## config.mk

```make
export PLATFORM = sky130hd
export DESIGN_NAME = fifo_flagged
export DESIGN_NICKNAME = d
export VERILOG_FILES = /design/src/rtl/fifo_pkg.sv /design/src/rtl/fifo_mem.sv /design/src/rtl/fifo_flagged.sv
export SDC_FILE = /design/constraint.sdc
export NUM_CORES = 1
export LEC_CHECK = 0
export BUFFER_PORTS_ARGS = -buffer_cell sky130_fd_sc_hd__buf_2
export CAP_MARGIN = 5
export CORE_MARGIN = 5
export CORE_UTILIZATION = 55
export CTS_CLUSTER_SIZE = 10
export DETAILED_ROUTE_END_ITERATION = 10
export PLACE_DENSITY = 0.82
export SYNTH_ARGS = -nofsm -noshare
export SYNTH_HDL_FRONTEND = slang
export SYNTH_HIERARCHICAL = 1
export SYNTH_SLANG_ARGS = --single-unit
```

## constraint.sdc

```tcl
create_clock -name clk -period 3.5 [get_ports clk]
set_clock_uncertainty 0.15 [all_clocks]
set_input_delay 0.525 -clock clk [delete_from_list [all_inputs] [get_ports clk]]
set_output_delay 0.525 -clock clk [all_outputs]
set_load 0.01 [all_outputs]
```

## src/rtl/fifo_pkg.sv

```systemverilog
// Shared constants and helpers for the flagged FIFO.
// The optional FIFO_FWFT_EN macro, used in fifo_mem and fifo_flagged, selects first-word fall-through.
package fifo_pkg;

    localparam int DEF_M      = 8;
    localparam int DEF_N      = 10;
    localparam int DEF_AE_LVL = 2;

    function automatic int cnt_w(input int n);
        return $clog2(n + 1);
    endfunction

    // Wrap by compare so that depths which are not a power of two work.
    function automatic int ptr_inc(input int p, input int n);
        return (p >= n - 1) ? 0 : p + 1;
    endfunction

endpackage

```

## src/rtl/fifo_mem.sv

```systemverilog
// N x M storage with one synchronous write port and one read port.
// With FIFO_FWFT_EN defined, the read port is asynchronous. Otherwise it is registered and enabled by re.
module fifo_mem
    import fifo_pkg::*;
#(
    parameter int M  = DEF_M,
    parameter int N  = DEF_N,
    parameter int AW = $clog2(N)
) (
    input  logic          clk,
    input  logic          we,
    input  logic [AW-1:0] waddr,
    input  logic [M-1:0]  wdata,
    input  logic          re,
    input  logic [AW-1:0] raddr,
    output logic [M-1:0]  rdata
);

    logic [M-1:0] mem [N];

    always_ff @(posedge clk) begin
        if (we) mem[waddr] <= wdata;
    end

`ifdef FIFO_FWFT_EN
    logic unused_re;
    assign unused_re = re;
    assign rdata     = mem[raddr];
`else
    logic [M-1:0] rdata_d, rdata_q;

    always_comb begin
        rdata_d = rdata_q;
        if (re) rdata_d = mem[raddr];
    end

    always_ff @(posedge clk) begin
        rdata_q <= rdata_d;
    end

    assign rdata = rdata_q;
`endif

endmodule

```

## src/rtl/fifo_flagged.sv

```systemverilog
// Synchronous FIFO with occupancy count, full/empty/almost flags and overflow/underflow pulses.
// Defining FIFO_FWFT_EN switches dout to first-word fall-through.
module fifo_flagged
    import fifo_pkg::*;
#(
    parameter int M      = DEF_M,
    parameter int N      = DEF_N,
    parameter int AF_LVL = N - 2,
    parameter int AE_LVL = DEF_AE_LVL,
    parameter int CW     = cnt_w(N)
) (
    input  logic          clk,
    input  logic          rst,
    input  logic          wr,
    input  logic [M-1:0]  din,
    input  logic          rd,
    output logic [M-1:0]  dout,
    output logic          full,
    output logic          empty,
    output logic          almost_full,
    output logic          almost_empty,
    output logic [CW-1:0] count,
    output logic          overflow,
    output logic          underflow
);

    localparam int AW = $clog2(N);
    localparam logic [CW-1:0] N_C  = CW'(N);
    localparam logic [CW-1:0] AF_C = CW'(AF_LVL);
    localparam logic [CW-1:0] AE_C = CW'(AE_LVL);

    logic [AW-1:0] wp_d, wp_q, rp_d, rp_q;
    logic [CW-1:0] count_d, count_q;
    logic          full_d, full_q, empty_d, empty_q;
    logic          af_d, af_q, ae_d, ae_q;
    logic          ovf_d, ovf_q, unf_d, unf_q;
    logic          rd_acc, wr_acc;
    logic [M-1:0]  mem_rdata;

    // A full FIFO still takes a write when a read frees the slot in the same cycle.
    always_comb begin
        rd_acc  = rd && (count_q != '0);
        wr_acc  = wr && ((count_q != N_C) || rd_acc);
        wp_d    = wr_acc ? AW'(ptr_inc(int'(wp_q), N)) : wp_q;
        rp_d    = rd_acc ? AW'(ptr_inc(int'(rp_q), N)) : rp_q;
        count_d = count_q;
        if (wr_acc && !rd_acc)      count_d = count_q + 1'b1;
        else if (rd_acc && !wr_acc) count_d = count_q - 1'b1;
        full_d  = (count_d == N_C);
        empty_d = (count_d == '0);
        af_d    = (count_d >= AF_C);
        ae_d    = (count_d <= AE_C);
        ovf_d   = wr && !wr_acc;
        unf_d   = rd && !rd_acc;
    end

    always_ff @(posedge clk) begin
        if (!rst) begin
            wp_q    <= '0;
            rp_q    <= '0;
            count_q <= '0;
            full_q  <= 1'b0;
            empty_q <= 1'b1;
            af_q    <= 1'b0;
            ae_q    <= 1'b1;
            ovf_q   <= 1'b0;
            unf_q   <= 1'b0;
        end else begin
            wp_q    <= wp_d;
            rp_q    <= rp_d;
            count_q <= count_d;
            full_q  <= full_d;
            empty_q <= empty_d;
            af_q    <= af_d;
            ae_q    <= ae_d;
            ovf_q   <= ovf_d;
            unf_q   <= unf_d;
        end
    end

    fifo_mem #(.M(M), .N(N), .AW(AW)) u_mem (
        .clk   (clk),
        .we    (wr_acc),
        .waddr (wp_q),
        .wdata (din),
        .re    (rd_acc),
        .raddr (rp_q),
        .rdata (mem_rdata)
    );

`ifdef FIFO_FWFT_EN
    // Keep the last popped word so dout stays stable while the FIFO is empty.
    logic [M-1:0] last_d, last_q;

    always_comb begin
        last_d = last_q;
        if (rd_acc) last_d = mem_rdata;
    end

    always_ff @(posedge clk) begin
        if (!rst) last_q <= '0;
        else      last_q <= last_d;
    end

    assign dout = empty_q ? last_q : mem_rdata;
`else
    // The memory read register has no reset. Mask it until the first read after reset.
    logic dvld_d, dvld_q;

    always_comb begin
        dvld_d = dvld_q | rd_acc;
    end

    always_ff @(posedge clk) begin
        if (!rst) dvld_q <= 1'b0;
        else      dvld_q <= dvld_d;
    end

    assign dout = dvld_q ? mem_rdata : '0;
`endif

    assign full         = full_q;
    assign empty        = empty_q;
    assign almost_full  = af_q;
    assign almost_empty = ae_q;
    assign count        = count_q;
    assign overflow     = ovf_q;
    assign underflow    = unf_q;

endmodule

```

; ---- Word-level counts from Yosys, hierarchy flattened
; Memory sizes are Yosys's and may differ from the RTL's. A register that Yosys moved wholly into a read port is not among the register bits.
; Cells that the tools add are included.
[word_totals]
ff_bits = 19
ramBits = 80
in_bits = 12
out_inout_bits = 18
wordCells = 40
memories = 1
[op_classes]
add_sub_neg = 4
n_lt_le_gt_ge = 4
n_eq_ne = 2
mux = 7
bitwise_logic = 1
n_reduce_logical = 11
[memory_table]
columns = memory, depth, width, rd, rd_ports_with_merged_regs, wr, line
row1 = u_mem.mem, 10, 8, 1, 1, 1, fifo_mem.sv:19  ; logic [M-1:0] mem [N];
[ops]
columns = op, count
row1 = 2-to-1 mux 4 bit, 4
row2 = adder 4 x 1 -> 4 bit (second input constant), 3
row3 = >= comparator 4 bit (second input constant), 3
row4 = 2-to-1 mux 8 bit, 1
row5 = logical AND 1 bit, 6
row6 = equality test 4 bit (second input constant), 1
row7 = less-or-equal comparator 4 x 2 -> 1 bit (second input constant), 1
row8 = zero test 4 bit, 1
row9 = != test 4 bit (second input constant), 1
row10 = nonzero test 4 bit, 1
row11 = subtractor 4 x 1 -> 4 bit (second input constant), 1
row12 = zero test 1 bit, 2
row13 = 2-to-1 mux 1 bit, 2
row14 = logical OR 1 bit, 1
row15 = bitwise OR 1 bit, 1

; ---- Depth between registers and ports, before layout
[depth]
depth_word = 9
mapped_depth = 8

; ---- Hierarchy
; The synthesis kept the hierarchy.
[by_module_without_submodules]
columns = module, instances, cells_per_inst, area_each_um2
row1 = fifo_mem, 1, 189, 3482.1
row2 = fifo_flagged, 1, 135, 1152.4

; ---- Worst setup path after synthesis
; Ideal clock, no wire load.
[synth_path]
path_kind = reg-to-reg
from = register count_q[0], in the netlist count[0]
to = memory u_mem/mem[0][0] (netlist bit) (enable)
setup_ps = 383
arrival_time_ps = 2426
required_time_ps = 2967
slack_ps = 540
path_stages_with_launch = 8
cell_sequence = dfxtp_1 > inv_1 > ha_1 > nand3b_1 > o21a_1 > clkbuf_1 > or3b_2 > nor3_1
[synth_via]
elab_chain_len = 6
elab_cells_between_ends = 7
classes_between = eq/ne: 1 / mux: 2 / reduce/logical: 4
[synth_lines]
columns = element, line
row1 = from (decl), fifo_flagged.sv:33  ; logic [CW-1:0] count_d, count_q;
row2 = from (signal assigned), fifo_flagged.sv:71  ; count_q <= count_d;
row3 = nonzero test 4 bit, fifo_flagged.sv:42  ; rd_acc = rd && (count_q != '0);
row4 = logical AND 1 bit, fifo_flagged.sv:42
row5 = logical OR 1 bit (*), fifo_flagged.sv:43  ; wr_acc = wr && ((count_q != N_C) || rd_acc);
row6 = logical AND 1 bit (*), fifo_flagged.sv:43
row7 = net wr_acc, fifo_flagged.sv:37  ; logic rd_acc, wr_acc;
row8 = 2-to-1 mux 1 bit (*), fifo_mem.sv:22  ; if (we) mem[waddr] <= wdata;
row9 = 2-to-1 mux 1 bit (not written as such) (*), fifo_mem.sv:22
row10 = to (decl), fifo_mem.sv:19
; Mark *: on every way through the listed nets, which the timed path passes. The rest lies on a longest branch.

; ---- Worst setup path in the final report
[layout_path]
from = register count_q[0], in the netlist count[0]
to = memory u_mem/mem[1][3] (netlist bit) (enable)
[layout_via]
elab_chain_len = 6
elab_cells_between_ends = 7
classes_between = eq/ne: 1 / mux: 2 / reduce/logical: 4
[layout_lines]
columns = element, line
row1 = nonzero test 4 bit, fifo_flagged.sv:42
row2 = logical AND 1 bit, fifo_flagged.sv:42
row3 = logical OR 1 bit (*), fifo_flagged.sv:43
row4 = logical AND 1 bit (*), fifo_flagged.sv:43
row5 = 2-to-1 mux 1 bit (*), fifo_mem.sv:22
row6 = 2-to-1 mux 1 bit (not written as such) (*), fifo_mem.sv:22
; Every way passes the cells marked *; elsewhere a longest branch is shown, timed or not.

==> flow_metrics.py <==
metrics = {
    "synthesis": {
        "synthCells": 324,
        "yosysTopAreaCellShare_pct": 57.0,
        "ys_ff_latch": 107,
        "syn_area_per_cell_sq_um": 14.3,
        "synth_area_sq_um": 4630,
        "synth_nets": 345,
        "synthTopCellsByArea": "edfxtp_1, dfxtp_1, mux2_2, mux2i_1, ha_1",
        "yosys.area.top_type": "edfxtp_1",
        "ys_seq_area_share_pct": 65.2,
        "synth_cell_type_count": 50,
        "yosys_warnings": 6,
    },
    "critical_path": {
        "rrSetupSlack_ns": 0.57,
        "critPathKind": "register to register",
        "crit_fanout": 9,
        "worstSetupStartpoint": "count[0]",
        "critPathLaunchType": "register",
        "cp.arrival_ns": 2.78,
        "rr_startpoint": "count[0]",
        "cp-end-kind": "register",
        "crit_required_ns": 3.35,
    },
    "placement": {
        "place_congestion": 0.944,
        "dpl_cell_area_sq_um": 4830,
        "dp_hpwl_um": 5870,
        "preCtsSetupSlack_ns": 0.598,
        "port_buffers": 29,
        "place_inst": 449,
    },
    "sta": {
        "period_minus_slack_ns": 2.93,
        "setup_viol": 0,
        "slew_viol_final": 0,
        "period_share_pct": 83.7,
        "grt_setup_unrepaired": "no",
        "tightest_slew_ns": 1.04,
        "slew_headroom_pct": 30.9,
        "finalWorstSetupSlack_ns": 0.569,
        "finalHoldViolCount": 0,
        "setup_tns_ns": 0,
        "fmaxAchievable_ghz": 0.341,
    },
    "detailed_routing": {
        "top_layer": "met4",
        "firstDrtPassIters": 4,
        "wl_met2_um": 3930,
        "wirelength_um": 8420,
        "viasPerCell": 5.78,
        "ant_nets": 0,
        "via_count": 2689,
        "met1_length_um": 3790,
        "met3WireLength_um": 591,
        "initialDrtViolationCount": 189,
        "drc": 0,
        "wl_per_cell_um": 18.1,
    },
    "clock_network": {
        "hold_buffers": 0,
        "clk_latency_ns": 0.36,
        "numClockSinks": 107,
        "cts_tree": "built",
        "cts_resized": 0,
        "clock_path_buffers": 2,
        "cts.clk_slew.worst_paths_ns": 0.10,
        "htreeDepth": 3,
        "numCtsBuffers": 9,
        "cts_root_buf": "clkbuf_8",
        "cts_setup_buffers": 0,
    },
    "cells_and_area": {
        "fin_cells": 465,
        "stdcell_area_sq_um": 5020,
        "antenna_cells": 0,
        "fin_util_pct": 61.1,
        "fill_cells": 637,
        "final_common_cell": "edfxtp_1",
        "num-nets-final": 376,
        "layout_common_cells": "edfxtp_1, buf_2, mux2_2",
        "area_growth_pct": 8.40,
        "drive_gt1_share_pct": 23.6,
    },
    "global_routing": {
        "grt_start_max_net_pins": 41,
        "track_usage_pct": 17.6,
        "antenna_found_initial": 0,
        "overflow": 0,
        "first_global_vias": 2602,
        "grt_pass1_wl_um": 13700,
    },
    "floorplanning": {
        "io_pins": 30,
        "initial_core_util_pct": 56.4,
        "die_h_um": 102,
        "coreArea_sq_um": 8220,
        "rows": 33,
        "die_area_sq_um": 10400,
        "die_x_um": 102,
    },
    "min_path": {
        "hp-start": "rst",
        "min_path_type": "primary input to register",
    },
    "run_status": {
        "status": "finished, final reports clean",
    },
    "power_and_ir_drop": {
        "power.leakage_nw": 1.75,
        "p_per_area_nw_per_um2": 607,
        "vdd_drop_max_mv": 0.393,
    },
    "run": {
        "maxCapViolCount": 0,
    },
}
-- final timing paths --
| path | endpoint | depth (start not counted) |
|---|---|---|
| setup / recovery | u_mem/mem[1][3] | 6 |
| hold / removal | empty | 2 |
| hold reg to reg | dvld_q | 2 |
| setup reg to reg | u_mem/mem[1][3] | 6 |
-- state kept, by name (all words and copies together) (netlist names) --
signal and cells:
count 4, u_mem/rdata 8, empty 1, dvld_q 1, rp_q 4, almost_full 1
almost_empty 1, overflow 1, full 1, u_mem/mem 80, underflow 1, wp_q 4
-- stage by stage --
| step | hold WS (ns) | total power [mW] |
|---|---|---|
| 2_1_floorplan | 0.310 | 2.22 |
| 3_3_place_gp | 0.387 | 2.35 |
| 3_5_place_dp | 0.401 | 2.37 |
| 4_1_cts | 0.285 | 3.07 |
| 5_1_grt | 0.304 | 3.22 |
| 6_report | 0.301 | 3.05 |
-- layout make-up --
cell class / instances / area (sq um) / share of cell area (%)
timing repair buffer: 34 / 183 / 3.64
tap: 105 / 131 / 2.62
multi-input combinational: 192 / 1450 / 28.9
clock buffer: 9 / 124 / 2.47
clock inverter: 7 / 70.1 / 1.39
inverter: 11 / 41.3 / 0.822
sequential: 107 / 3020 / 60.2
-- cells by family (layout without fill, tap and decap cells) --
family	Yosys count	in the layout	share of synthesized area, %
multiplexers	42	42	9.72
XOR/XNOR	4	4	0.756
buffers and inverters	25	61	3.48
flip-flops	107	107	65.2
AO/OA/AOI/OAI	50	50	8.23
adder cells (fa/ha/maj)	9	9	2.43
AND/OR/NAND/NOR	87	87	10.2
-- report_power, final --
| group | internal (mW) | switching [mW] | total, mW |
|---|---|---|---|
| sequential | 1.48 | 0.140 | 1.62 |
| combinational | 0.370 | 0.352 | 0.722 |
| clock | 0.278 | 0.427 | 0.705 |
-- routing by layer --
layer | vias to the layer above | track usage, %
met1 | 1295 | 25.6
li1 | 1281 | -
met2 | 106 | 26.9
met3 | 7 | 4.20
met5 | - | 0
met4 | 0 | 4.70
-- cells in the mapped netlist (all sizes together) --
library cell,n
nand3,2
a22o,9
xor2,2
nand2b,7
buf,9
o32ai,1
edfxtp,88
nor4,3
nand2,17
clkbuf,5
nor2,23
o311ai,1
nand3b,3
o21bai,1
nor4b,1
a211oi,2
mux2i,18
mux2,24
or3b,1
or4,1
o311a,2
o31ai,11
ha,9
and2,12
and4b,1
inv,11
a41oi,2
nor3,9
nor2b,3
and3,2
o21ai,4
dfxtp,19
a31o,1
o21a,2
or4b,1
nor3b,1
a21oi,5
a221oi,1
xnor2,2
o22ai,8
-- worst max-delay path: stages (launching register included) --
cell and delay, ns:
dfxtp_1 0.48, inv_1 0.14, ha_1 0.23, nand3b_1 0.15, o21a_1 0.35, or3b_2 0.56, nor2_1 0.54
Note: power is estimated with default switching activity, not from simulation.
